$ cat src/rtl/mem_arb_pkg.sv
// Shared types and constants for the IF/DM memory port arbiter.
package mem_arb_pkg;

  typedef enum logic [1:0] {
    OWN_NONE = 2'd0,
    OWN_IF   = 2'd1,
    OWN_DM   = 2'd2
  } mem_owner_t;

  localparam logic [31:0] NOP_WORD = 32'h0000_0013;
  localparam int          STREAK_W = 4;

endpackage

$ cat src/rtl/mem_arb_fairness.sv
// Priority decision for the shared RAM port: DM wins unless it has starved IF
// for MAX_DM_STREAK consecutive grants, in which case IF gets one cycle.
module mem_arb_fairness
  import mem_arb_pkg::*;
#(
  parameter int MAX_DM_STREAK = 4
) (
  input  logic clk,
  input  logic rst,
  input  logic if_req,
  input  logic dm_req,
  output logic if_win,
  output logic dm_win
);

  logic [STREAK_W-1:0] r_streak;
  logic                w_if_turn;

  assign w_if_turn = if_req && (r_streak == STREAK_W'(MAX_DM_STREAK));

  // Grants are forced low while reset is held, independent of requests.
  assign dm_win = rst && dm_req && !w_if_turn;
  assign if_win = rst && if_req && !dm_win;

  always_ff @(posedge clk or negedge rst) begin
    if (!rst) begin
      r_streak <= '0;
    end else if (dm_win && if_req) begin
      if (r_streak != '1) begin
        r_streak <= r_streak + STREAK_W'(1);
      end
    end else if (if_win || !if_req) begin
      r_streak <= '0;
    end
  end

endmodule

$ cat src/rtl/mem_port_arbiter.sv
// Shares one single-port, 1-cycle-latency RAM between instruction fetch and
// the data-memory stage; responses are steered back by the registered owner.
module mem_port_arbiter
  import mem_arb_pkg::*;
#(
  parameter int ADDR_W        = 32,
  parameter int DATA_W        = 32,
  parameter int MAX_DM_STREAK = 4
) (
  input  logic                clk,
  input  logic                rst,
  input  logic                if_req,
  input  logic [ADDR_W-1:0]   if_addr,
  output logic                if_gnt,
  output logic                if_rsp_valid,
  output logic [DATA_W-1:0]   if_rsp_data,
  input  logic                dm_req,
  input  logic [ADDR_W-1:0]   dm_addr,
  input  logic                dm_wr_en,
  input  logic [DATA_W-1:0]   dm_wr_data,
  input  logic [DATA_W/8-1:0] dm_byte_en,
  output logic                dm_gnt,
  output logic                dm_rsp_valid,
  output logic [DATA_W-1:0]   dm_rsp_data,
  output logic [ADDR_W-1:0]   mem_addr,
  output logic                mem_wr_en,
  output logic [DATA_W-1:0]   mem_wr_data,
  output logic [DATA_W/8-1:0] mem_byte_en,
  input  logic [DATA_W-1:0]   mem_rd_data
);

  logic              w_if_win;
  logic              w_dm_win;
  logic [ADDR_W-1:0] r_last_addr;
  mem_owner_t        r_owner;
  logic              r_was_store;

  mem_arb_fairness #(
    .MAX_DM_STREAK (MAX_DM_STREAK)
  ) u_fairness (
    .clk    (clk),
    .rst    (rst),
    .if_req (if_req),
    .dm_req (dm_req),
    .if_win (w_if_win),
    .dm_win (w_dm_win)
  );

  assign if_gnt = w_if_win;
  assign dm_gnt = w_dm_win;

  // Idle cycles park the address on the last granted value to avoid RAM toggling.
  always_comb begin
    mem_addr    = r_last_addr;
    mem_wr_en   = 1'b0;
    mem_wr_data = '0;
    mem_byte_en = '0;
    if (w_dm_win) begin
      mem_addr    = dm_addr;
      mem_wr_en   = dm_wr_en;
      mem_wr_data = dm_wr_data;
      mem_byte_en = dm_byte_en;
    end else if (w_if_win) begin
      mem_addr    = if_addr;
      mem_byte_en = '1;
    end
  end

  always_ff @(posedge clk or negedge rst) begin
    if (!rst) begin
      r_last_addr <= '0;
      r_owner     <= OWN_NONE;
      r_was_store <= 1'b0;
    end else if (w_dm_win) begin
      r_last_addr <= dm_addr;
      r_owner     <= OWN_DM;
      r_was_store <= dm_wr_en;
    end else if (w_if_win) begin
      r_last_addr <= if_addr;
      r_owner     <= OWN_IF;
      r_was_store <= 1'b0;
    end else begin
      r_owner     <= OWN_NONE;
      r_was_store <= 1'b0;
    end
  end

  assign if_rsp_valid = (r_owner == OWN_IF);
  assign dm_rsp_valid = (r_owner == OWN_DM);
  assign if_rsp_data  = if_rsp_valid ? mem_rd_data : '0;
  assign dm_rsp_data  = (dm_rsp_valid && !r_was_store) ? mem_rd_data : '0;

endmodule
$ cat config.mk
export PLATFORM = sky130hd
export DESIGN_NAME = mem_port_arbiter
export DESIGN_NICKNAME = d
export VERILOG_FILES = /design/src/rtl/mem_arb_pkg.sv /design/src/rtl/mem_arb_fairness.sv /design/src/rtl/mem_port_arbiter.sv
export SDC_FILE = /design/constraint.sdc
export NUM_CORES = 1
export LEC_CHECK = 0
export CORE_AREA = 2 2 105 107
export CTS_CLUSTER_DIAMETER = 200
export DETAILED_ROUTE_END_ITERATION = 6
export DIE_AREA = 0 0 107 109
export DONT_BUFFER_PORTS = 1
export GPL_TIMING_DRIVEN = 0
export SLEW_MARGIN = 20
export SYNTH_ARGS = -nofsm -noshare
export SYNTH_HDL_FRONTEND = slang
export SYNTH_HIERARCHICAL = 1
export SYNTH_SLANG_ARGS = --single-unit
$ cat constraint.sdc
create_clock -name clk -period 2.2 [get_ports clk]
set_clock_uncertainty 0.2 [all_clocks]
set_input_delay 0.44 -clock clk [delete_from_list [all_inputs] [get_ports clk]]
set_output_delay 0.44 -clock clk [all_outputs]
set_load 0.05 [all_outputs]
==> results.py, run 1 <==
metrics = {
    "outcome": {
        "status": "finished with violations",
        "violations": "negative setup slack",
    },
    "finish": {
        "area_growth_syn_to_layout_pct": 62.3,
        "post-route-util": 0.397,
        "fin_nets": 455,
        "drive_above_1_share": 0.729,
        "fillers": 1015,
        "stdcell_area_sq_mm": 0.00421,
        "n_antenna_cell": 0,
    },
    "placement": {
        "io_buffers": 0,
        "pre_cts_ws_ns": -0.643,
        "dpl.hpwl_um": 9400,
        "place_area_sq_mm": 0.00332,
        "place.gp.congestion": 0.963,
    },
    "clocking": {
        "clock_latency_ns": 0.28,
        "cts_buffer_depth": 2,
        "cts_tree": "done",
        "cts_max_level": 2,
        "cts-root-buf": "clkbuf_8",
        "clkSinkCount": 39,
        "clk_pin_slew_ns": 0.07,
        "cts_inserted_buffers": 5,
    },
    "grt": {
        "grt_pass1_wl_um": 16500,
        "antenna_found_initial": 0,
        "grt_use_total": 0.193,
        "grt_pass1_vias": 2426,
        "grt_max_degree": 40,
        "gr-total-overflow": 0,
    },
    "setup_path": {
        "arrival_ns": 2.27,
        "r2r_setup_slack_ns": -0.16,
        "timing.rr.end": "r_owner[0]",
        "crit_type": "flip-flop to primary output",
        "rr_worst_depth": 10,
        "crit_path_end": "mem_wr_data[5]",
        "critPathMaxFanout": 10,
        "cp-end-kind": "primary output",
        "worstReg2RegStart": "u_fairness/r_streak[0]",
        "cp_data_required_time_ns": 1.56,
        "cp-startpoint": "u_fairness/r_streak[0]",
        "critPathLaunchType": "flip-flop",
    },
    "power": {
        "pwr-share-comb": 0.490,
        "power_frac_seq": 0.324,
        "p_switching_uw": 1210,
        "leakage_uw": 0.00178,
        "pwr_density_cell_mw_per_mm2": 619,
        "clkPwrFrac": 0.186,
        "p_int_uw": 1400,
        "switching_share": 0.464,
        "peakVddDrop_mv": 0.344,
    },
    "die": {
        "rows": 38,
        "die_h_um": 109,
        "start_util": 0.244,
        "pin_count": 274,
        "fp.coreArea_sq_mm": 0.0106,
        "dieArea_sq_mm": 0.0117,
        "die_w_um": 107,
    },
    "detailed_routing": {
        "ant_nets": 0,
        "first_iter_violations": 129,
        "routed_wirelength_um": 11900,
        "routedWlPerCell_um": 26.0,
        "drc": 0,
        "vias_per_cell": 5.05,
        "first_pass_iters": 4,
        "routed-via-count": 2309,
    },
    "synth": {
        "syn_nets": 427,
        "syn_area_sq_mm": 0.00259,
        "synth_seq_area_share": 0.377,
        "ys_types": 29,
        "synthCells": 288,
        "avgSynthCellArea_sq_um": 9.00,
        "synth_warnings": 6,
        "ys_seq_elements": 39,
    },
    "timing": {
        "setup_viol": 104,
        "fmax_mhz": 344,
        "fin_crit_ns": 2.91,
        "drv_slew": 0,
        "slew_headroom": 0.329,
        "hold_viol_final": 0,
        "finalCritPeriodShare": 1.32,
        "rsz0062_at_grt": "true",
        "worst-slew-pin-transition_ns": 1.00,
        "final.setup.worst_slack_ns": -0.706,
    },
    "hold_path": {
        "hp-class": "primary input to flip-flop",
        "min_path_cells": 2,
    },
    "job": {
        "drv_cap": 0,
    },
}
[flip-flops by register name, indices dropped and copies added (netlist names)]
register and cells:
r_last_addr 32, r_owner 2, r_was_store 1, u_fairness/r_streak 4
[power by group through the flow]
stage	Sequential [uW]	Clock [uW]	Combinational (uW)
floorplan	836	0	1010
global placement	842	0	1080
detailed placement	846	0	1090
CTS	834	509	1200
global route	850	546	1330
finish	843	485	1280
[cell usage in the layout, fill, tap and decap left out, types with 5 or more instances in the layout]
cell type | netlist | layout
and2_2 | 0 | 12
nand2_1 | 41 | 8
buf_8 | 0 | 5
clkbuf_8 | 0 | 9
clkbuf_16 | 0 | 5
dfrtp_1 | 39 | 39
buf_6 | 6 | 6
o21ai_4 | 0 | 32
mux2i_4 | 0 | 8
mux2i_1 | 34 | 23
and2_4 | 0 | 82
buf_4 | 3 | 13
nand2_2 | 0 | 16
nand2_4 | 0 | 14
buf_12 | 0 | 7
[cells by family (layout without fill, tap and decap cells)]
| kind of cell | after synthesis | in the layout | synth area share |
|---|---|---|---|
| AOI/OAI and AO/OA | 37 | 37 | 0.0797 |
| xor gates and xnor gates | 1 | 1 | 0.00338 |
| adders and majority gates | 2 | 2 | 0.00966 |
| buffers and inverters | 25 | 54 | 0.0628 |
| DFF | 39 | 39 | 0.377 |
| muxes | 34 | 34 | 0.131 |
| and+or+nand+nor | 150 | 150 | 0.337 |
[metal layers]
metal	vias up	wire, um	global-route usage
met5	-	0	0
met4	0	63	0.0232
met3	6	1030	0.0663
met2	140	6090	0.330
met1	1169	4710	0.243
li1	994	-	-
[area by class of cell]
cell class | count | area (sq um) | share of cell area
multi-input cells | 224 | 2380 | 0.565
flip-flops and latches | 39 | 976 | 0.232
plain buffers | 21 | 338 | 0.0803
repair buffers | 21 | 240 | 0.0571
well taps | 140 | 175 | 0.0416
clock buffers | 7 | 76.3 | 0.0181
inverters | 4 | 17.5 | 0.00416
clock inverters | 1 | 5.00 | 0.00119
[how the worst min path moves through the flow]
stage / slack [ns] / end / from
after detailed placement: -0.05 / r_last_addr[16] / rst
final: 0.19 / u_fairness/r_streak[0] / rst
after CTS: 0.17 / u_fairness/r_streak[0] / rst
after floorplan: -0.06 / r_last_addr[0] / rst
after global routing: 0.17 / r_last_addr[9] / dm_addr[9]
after global placement: -0.05 / r_last_addr[16] / rst
[critical path: stages, from the launching register on]
cell and delay [ns]:
dfrtp_1 0.37, inv_2 0.07, ha_4 0.16, nand3b_4 0.09
inv_4 0.04, a21oi_4 0.55, clkbuf_16 0.30, buf_12 0.13
and2_4 0.25
[repair_timing]
action | in CTS | in global routing
gates cloned | 4 | 1
endpoints found under the hold margin | 39 | 0
endpoints found under the setup margin | 165 | 158
hold buffers | 2 | 0
pin swaps | 10 | 14
buffers inserted | 8 | 6
gates resized for setup | 132 | 79
[stage by stage]
step / power (uW) / TNS [ns] / std cells / hold slack (ns)
global route: 2720 / -58.40 / 457 / 0.171
global placement: 1930 / -36.58 / 428 / -0.0544
finish: 2600 / -48.85 / 457 / 0.192
detailed placement: 1940 / -37.53 / 428 / -0.0543
CTS: 2550 / -52.57 / 450 / 0.174
floorplan: 1850 / -12.50 / 288 / -0.0556
[cell usage after synthesis]
| cell | instances | area, sq um |
|---|---|---|
| a211o_1 | 1 | 8.76 |
| a21boi_2 | 1 | 11.3 |
| a21oi_1 | 1 | 5.00 |
| a32o_2 | 1 | 11.3 |
| and2_1 | 97 | 607 |
| and2b_1 | 1 | 7.51 |
| and3_4 | 1 | 11.3 |
| and3b_2 | 1 | 10.0 |
| and4b_1 | 1 | 10.0 |
| buf_2 | 7 | 35.0 |
| buf_4 | 3 | 22.5 |
| buf_6 | 6 | 67.6 |
| clkbuf_1 | 2 | 7.51 |
| clkbuf_2 | 3 | 15.0 |
| dfrtp_1 | 39 | 976 |
| ha_1 | 2 | 25.0 |
| inv_1 | 4 | 15.0 |
| mux2i_1 | 34 | 340 |
| nand2_1 | 41 | 154 |
| nand2b_1 | 1 | 6.26 |
| nand3_1 | 3 | 15.0 |
| nand3b_4 | 1 | 20.0 |
| nand4_1 | 1 | 6.26 |
| nor2b_1 | 1 | 6.26 |
| nor3b_4 | 1 | 18.8 |
| o211a_1 | 1 | 10.0 |
| o21ai_0 | 2 | 10.0 |
| o21ai_1 | 30 | 150 |
| xnor2_1 | 1 | 8.76 |
Note: power is estimated with default switching activity, not from simulation.
==> run 2, diff against run 1 <==
Settings changed: CELL_PAD_IN_SITES_DETAIL_PLACEMENT from default to 1, CELL_PAD_IN_SITES_GLOBAL_PLACEMENT from default to 1, CORE_AREA 2 2 105 107 to 2 2 107 109, DIE_AREA 0 0 107 109 to 0 0 109 111, PLACE_DENSITY_LB_ADDON from default to 0.1.
==> results.py, run 2 (synthesized netlist as in run 1, its figures left out) <==
metrics = {
    "power": {
        "pwr_density_cell_mw_per_mm2": 692,
        "peakVddDrop_mv": 0.364,
        "leakage_uw": 0.00183,
    },
    "die": {
        "dieArea_sq_mm": 0.0121,
        "die_h_um": 111,
        "fp.coreArea_sq_mm": 0.0111,
        "rows": 39,
        "die_w_um": 109,
        "start_util": 0.234,
        "pin_count": 274,
    },
    "timing": {
        "fmax_mhz": 343,
        "hold_viol_final": 0,
        "finalCritPeriodShare": 1.33,
        "whs_ns": 0.200,
        "worst-slew-pin-transition_ns": 0.999,
        "rsz0062_at_grt": "true",
        "fin_crit_ns": 2.92,
        "setup_viol": 103,
        "final.setup.worst_slack_ns": -0.717,
        "slew_headroom": 0.332,
        "drv_slew": 0,
    },
    "finish": {
        "largest_register_ffs": 32,
        "seqCellArea_sq_um": 976,
        "fin_nets": 459,
        "layout_commonest_cell": "and2_4",
        "fillers": 1162,
        "n_antenna_cell": 0,
        "area_growth_syn_to_layout_pct": 62.5,
        "post-route-util": 0.380,
        "multi_input_area_sq_mm": 0.00221,
        "top_regs": "r_last_addr (32), u_fairness/r_streak (4), r_owner (2)",
        "largest-register": "r_last_addr",
        "final_cell_mix": "and2_4, dfrtp_1, o21ai_4, mux2i_1, nand2_1",
        "drive_above_1_share": 0.660,
    },
    "detailed_routing": {
        "vias_per_cell": 4.87,
        "ant_nets": 0,
        "first_iter_violations": 49,
        "routed_wirelength_um": 10000,
        "routedWlPerCell_um": 21.6,
        "routed-via-count": 2258,
        "first_pass_iters": 4,
        "drc": 0,
    },
    "grt": {
        "antenna_found_initial": 0,
        "gr-total-overflow": 0,
        "grt_use_total": 0.158,
        "grt_pass1_wl_um": 14500,
        "grt_max_degree": 40,
        "grt_pass1_vias": 2398,
    },
    "setup_path": {
        "critPathMaxFanout": 6,
        "arrival_ns": 2.28,
        "cp-end-kind": "primary output",
        "cp_data_required_time_ns": 1.56,
        "critPathLaunchType": "flip-flop",
        "crit_type": "flip-flop to primary output",
    },
    "clocking": {
        "cts-root-buf": "clkbuf_16",
        "clkSinkCount": 39,
        "cts_max_level": 2,
        "cts_inserted_buffers": 5,
        "clk_pin_slew_ns": 0.06,
        "clock_latency_ns": 0.28,
        "cts_tree": "done",
        "cts_buffer_depth": 2,
    },
    "placement": {
        "dpl.hpwl_um": 7520,
        "place.gp.congestion": 0.725,
        "io_buffers": 0,
    },
    "outcome": {
        "violations": "negative setup slack",
        "status": "finished with violations",
    },
    "hold_path": {
        "hp-class": "primary input to flip-flop",
    },
    "job": {
        "drv_cap": 0,
    },
}
-- run 2: changes by cell type in the layout (fill, tap and decap cells not counted), sizes merged --
cell | previous run | this run
clkbuf | 17 | 10
buf | 31 | 40
clkinv | 1 | 2
bufinv | 0 | 1
-- run 2: power by group --
part           switching, uW  leakage [uW]  internal [uW]
Combinational            892       0.00126            357
Clock                    299     0.0000838            535
Sequential              28.7      0.000485            805
Total                   1220       0.00183           1700
-- run 2: repair_timing --
action,in CTS,in global routing
cloned,7,1
buffers inserted,12,3
pin swaps,17,14
hold endpoints to repair,39,0
resized for setup,130,56
setup endpoints to repair,164,148
hold buffers,2,0
-- run 2: worst paths after layout --
| check | from | end | slack [ns] | depth (start not counted) |
|---|---|---|---|---|
| max | u_fairness/r_streak[0] | mem_wr_data[19] | -0.72 | 9 |
| max in group asynchronous | rst | r_owner[1] | 1.14 | 2 |
| min in group asynchronous | rst | r_last_addr[13] | 0.43 | 2 |
| min | rst | u_fairness/r_streak[1] | 0.20 | 2 |
| max reg2reg | u_fairness/r_streak[0] | r_last_addr[19] | -0.11 | 10 |
| min reg2reg | u_fairness/r_streak[3] | u_fairness/r_streak[3] | 0.37 | 1 |
-- run 2: layout make-up --
cell class / count / area share
Multi-Input combinational cell: 224 / 0.526
Sequential cell: 39 / 0.232
Timing Repair Buffer: 25 / 0.0856
Buffer: 21 / 0.0701
Tap cell: 143 / 0.0425
Clock buffer: 5 / 0.0297
Clock inverter: 3 / 0.0104
Inverter: 4 / 0.00416
-- run 2: worst max-delay path: stages (launching register included) --
cell and delay [ns]:
dfrtp_1 0.37, inv_2 0.06, ha_4 0.16, nand3b_4 0.09
inv_4 0.04, a21oi_4 0.58, buf_8 0.22, buf_8 0.13
buf_8 0.11, and2_4 0.23
-- run 2: routing by layer --
metal  up-vias  global-route usage  part of all wire
met3         6              0.0594              0.10
met2       145               0.293              0.54
met5         -                   0                 0
met4         0              0.0325             0.010
met1      1105               0.168              0.34
li1       1002                   -                 -
-- run 2: metrics by stage --
step | instances | total power (uW) | setup WS (ns) | cell area, sq um | setup TNS [ns]
finish | 464 | 2920 | -0.717 | 4210 | -49.13
global placement | 431 | 1930 | -0.679 | 3330 | -39.35
CTS | 460 | 2930 | -0.784 | 4100 | -56.95
floorplan | 288 | 1850 | -0.279 | 3150 | -12.50
global route | 464 | 3040 | -0.853 | 4210 | -63.85
detailed placement | 431 | 1930 | -0.684 | 3330 | -39.78
==> run 3, diff against run 2 <==
Settings changed: REMOVE_ABC_BUFFERS from default to 1.
==> results.py, run 3 (synthesized netlist as in run 1, its figures left out) <==
metrics = {
    "placement": {
        "dpl.cell_count": 418,
        "dpl.hpwl_um": 6250,
        "pre_cts_ws_ns": -0.944,
        "place.gp.congestion": 0.667,
        "io_buffers": 0,
    },
    "grt": {
        "grt_max_degree": 40,
        "grt_use_total": 0.170,
        "antenna_found_initial": 0,
        "met1_usage": 0.185,
        "grt_pass1_vias": 2547,
        "gr-usage-met2": 0.325,
        "met3_usage": 0.0482,
        "grt_busiest_layer": "met2",
        "gr-total-overflow": 0,
        "grt_pass1_wl_um": 15300,
    },
    "finish": {
        "post-route-util": 0.400,
        "fin_cells": 484,
        "n_antenna_cell": 0,
        "fillers": 1173,
        "largest-register": "r_last_addr",
        "top_regs": "r_last_addr (32), u_fairness/r_streak (4), r_owner (2)",
        "drive_above_1_share": 0.680,
        "fin_nets": 479,
        "largest_register_ffs": 32,
        "layout_commonest_cell": "and2_4",
        "final_cell_mix": "and2_4, and2_2, dfrtp_1, nand2_1, o21ai_4",
        "area_growth_syn_to_layout_pct": 71.1,
    },
    "job": {
        "drv_cap": 0,
    },
    "power": {
        "switching_share": 0.435,
        "leakage_uw": 0.00185,
        "clkPwrFrac": 0.251,
        "p_switching_uw": 1260,
        "peakVddDrop_mv": 0.387,
        "finalPower_uw": 2890,
        "power_frac_seq": 0.292,
        "pwr_density_cell_mw_per_mm2": 651,
        "p_int_uw": 1630,
        "pwr-share-comb": 0.457,
    },
    "detailed_routing": {
        "vias_per_cell": 4.91,
        "first_iter_violations": 61,
        "drc": 0,
        "routedWlPerCell_um": 22.6,
        "ant_nets": 0,
        "routed-via-count": 2377,
        "first_pass_iters": 4,
        "routed_wirelength_um": 11000,
    },
    "setup_path": {
        "cp-end-kind": "primary output",
        "crit_type": "flip-flop to primary output",
        "slowest_stage": "dfrtp_1",
        "critPathMaxFanout": 6,
        "arrival_ns": 2.18,
        "slowest_delay_ns": 0.37,
        "cp_cell_sequence": "inv_2 -> ha_4 -> nand3b_4 -> clkinvlp_4 -> o211a_4 -> buf_16 -> mux2i_4 -> o21ai_4",
        "critPathLaunchType": "flip-flop",
        "cp_data_required_time_ns": 1.56,
    },
    "outcome": {
        "violations": "negative setup slack",
        "status": "finished with violations",
    },
    "clocking": {
        "clock_latency_ns": 0.28,
        "clk_pin_slew_ns": 0.06,
        "cts_inserted_buffers": 5,
        "cts_max_level": 2,
        "cts_buffer_depth": 2,
        "cts_tree": "done",
        "cts-root-buf": "clkbuf_16",
        "clkSinkCount": 39,
    },
    "timing": {
        "setup_viol": 82,
        "final.setup.worst_slack_ns": -0.621,
        "slew_headroom": 0.587,
        "fmax_mhz": 354,
        "worst-slew-pin-transition_ns": 0.616,
        "rsz0062_at_grt": "true",
        "drv_slew": 0,
        "hold_viol_final": 0,
        "finalCritPeriodShare": 1.28,
        "fin_crit_ns": 2.82,
    },
    "die": {
        "rows": 39,
        "pin_count": 274,
        "fp.coreArea_sq_mm": 0.0111,
        "start_util": 0.234,
        "die_w_um": 109,
        "dieArea_sq_mm": 0.0121,
        "die_h_um": 111,
    },
    "hold_path": {
        "hp-class": "primary input to flip-flop",
    },
}
-- run 3: cell count changes in the layout (fill, tap and decap cells not counted), sizes merged --
cell | before | now
clkbuf | 10 | 8
bufinv | 1 | 0
clkinv | 2 | 1
inv | 4 | 3
bufbuf | 0 | 1
clkinvlp | 0 | 2
and2b | 1 | 3
a21oi | 1 | 2
buf | 40 | 58
nor3b | 1 | 2
-- run 3: final timing paths --
| kind | startpoint | to | slack [ns] | depth (start not counted) |
|---|---|---|---|---|
| worst min-delay path | rst | u_fairness/r_streak[0] | 0.20 | 2 |
| max in group asynchronous | rst | r_owner[0] | 1.13 | 2 |
| min in group asynchronous | rst | r_last_addr[30] | 0.46 | 2 |
| worst max register to register | u_fairness/r_streak[0] | r_last_addr[4] | -0.05 | 8 |
| worst max-delay path | u_fairness/r_streak[0] | mem_addr[4] | -0.62 | 8 |
| worst min register to register | u_fairness/r_streak[1] | u_fairness/r_streak[1] | 0.38 | 2 |
-- run 3: what timing repair did --
action                                  CTS  global route
setup buffers                            33            14
hold buffers                              2             0
cloned                                   16             3
pin swaps                                25            22
resized for setup                       256            39
endpoints found under the setup margin  171           135
endpoints found under the hold margin    39             0
-- run 3: power groups by stage --
stage | combinational [uW] | clock, uW | sequential (uW)
6_report | 1320 | 726 | 843
3_5_place_dp | 902 | 0 | 847
3_3_place_gp | 878 | 0 | 846
5_1_grt | 1380 | 786 | 851
2_1_floorplan | 809 | 0 | 838
4_1_cts | 1290 | 758 | 837
-- run 3: area by class of cell --
class                   count  area [sq um]  share of cell area
well taps                 143           179              0.0404
flip-flops and latches     39           977               0.220
inverters                   4          18.8             0.00423
multi-input cells         228          2210               0.498
clock inverters             2          12.5             0.00282
repair buffers             62           908               0.205
clock buffers               6           129              0.0291
-- run 3: critical path: cells and delay by family (launching register included) --
kind	cells	cell delay (ns)
flops	1	0.37
buf+inv	3	0.38
simple gates	1	0.09
compound gates	2	0.70
mux	1	0.20
fa+ha+maj	1	0.16
-- run 3: routing by layer --
metal | vias up | share of wire
met5 | - | 0
met3 | 6 | 0.084
met2 | 150 | 0.57
li1 | 1049 | -
met1 | 1172 | 0.34
met4 | 0 | 0.0051
-- run 3: per-stage QoR --
| step | hold slack (ns) | area [sq um] | TNS (ns) |
|---|---|---|---|
| floorplan | -0.0556 | 2440 | -449.79 |
| global placement | -0.0547 | 2620 | -676.40 |
| detailed placement | -0.0546 | 2770 | -88.88 |
| CTS | 0.187 | 4320 | -34.41 |
| global route | 0.193 | 4430 | -42.66 |
| finish | 0.196 | 4430 | -34.94 |
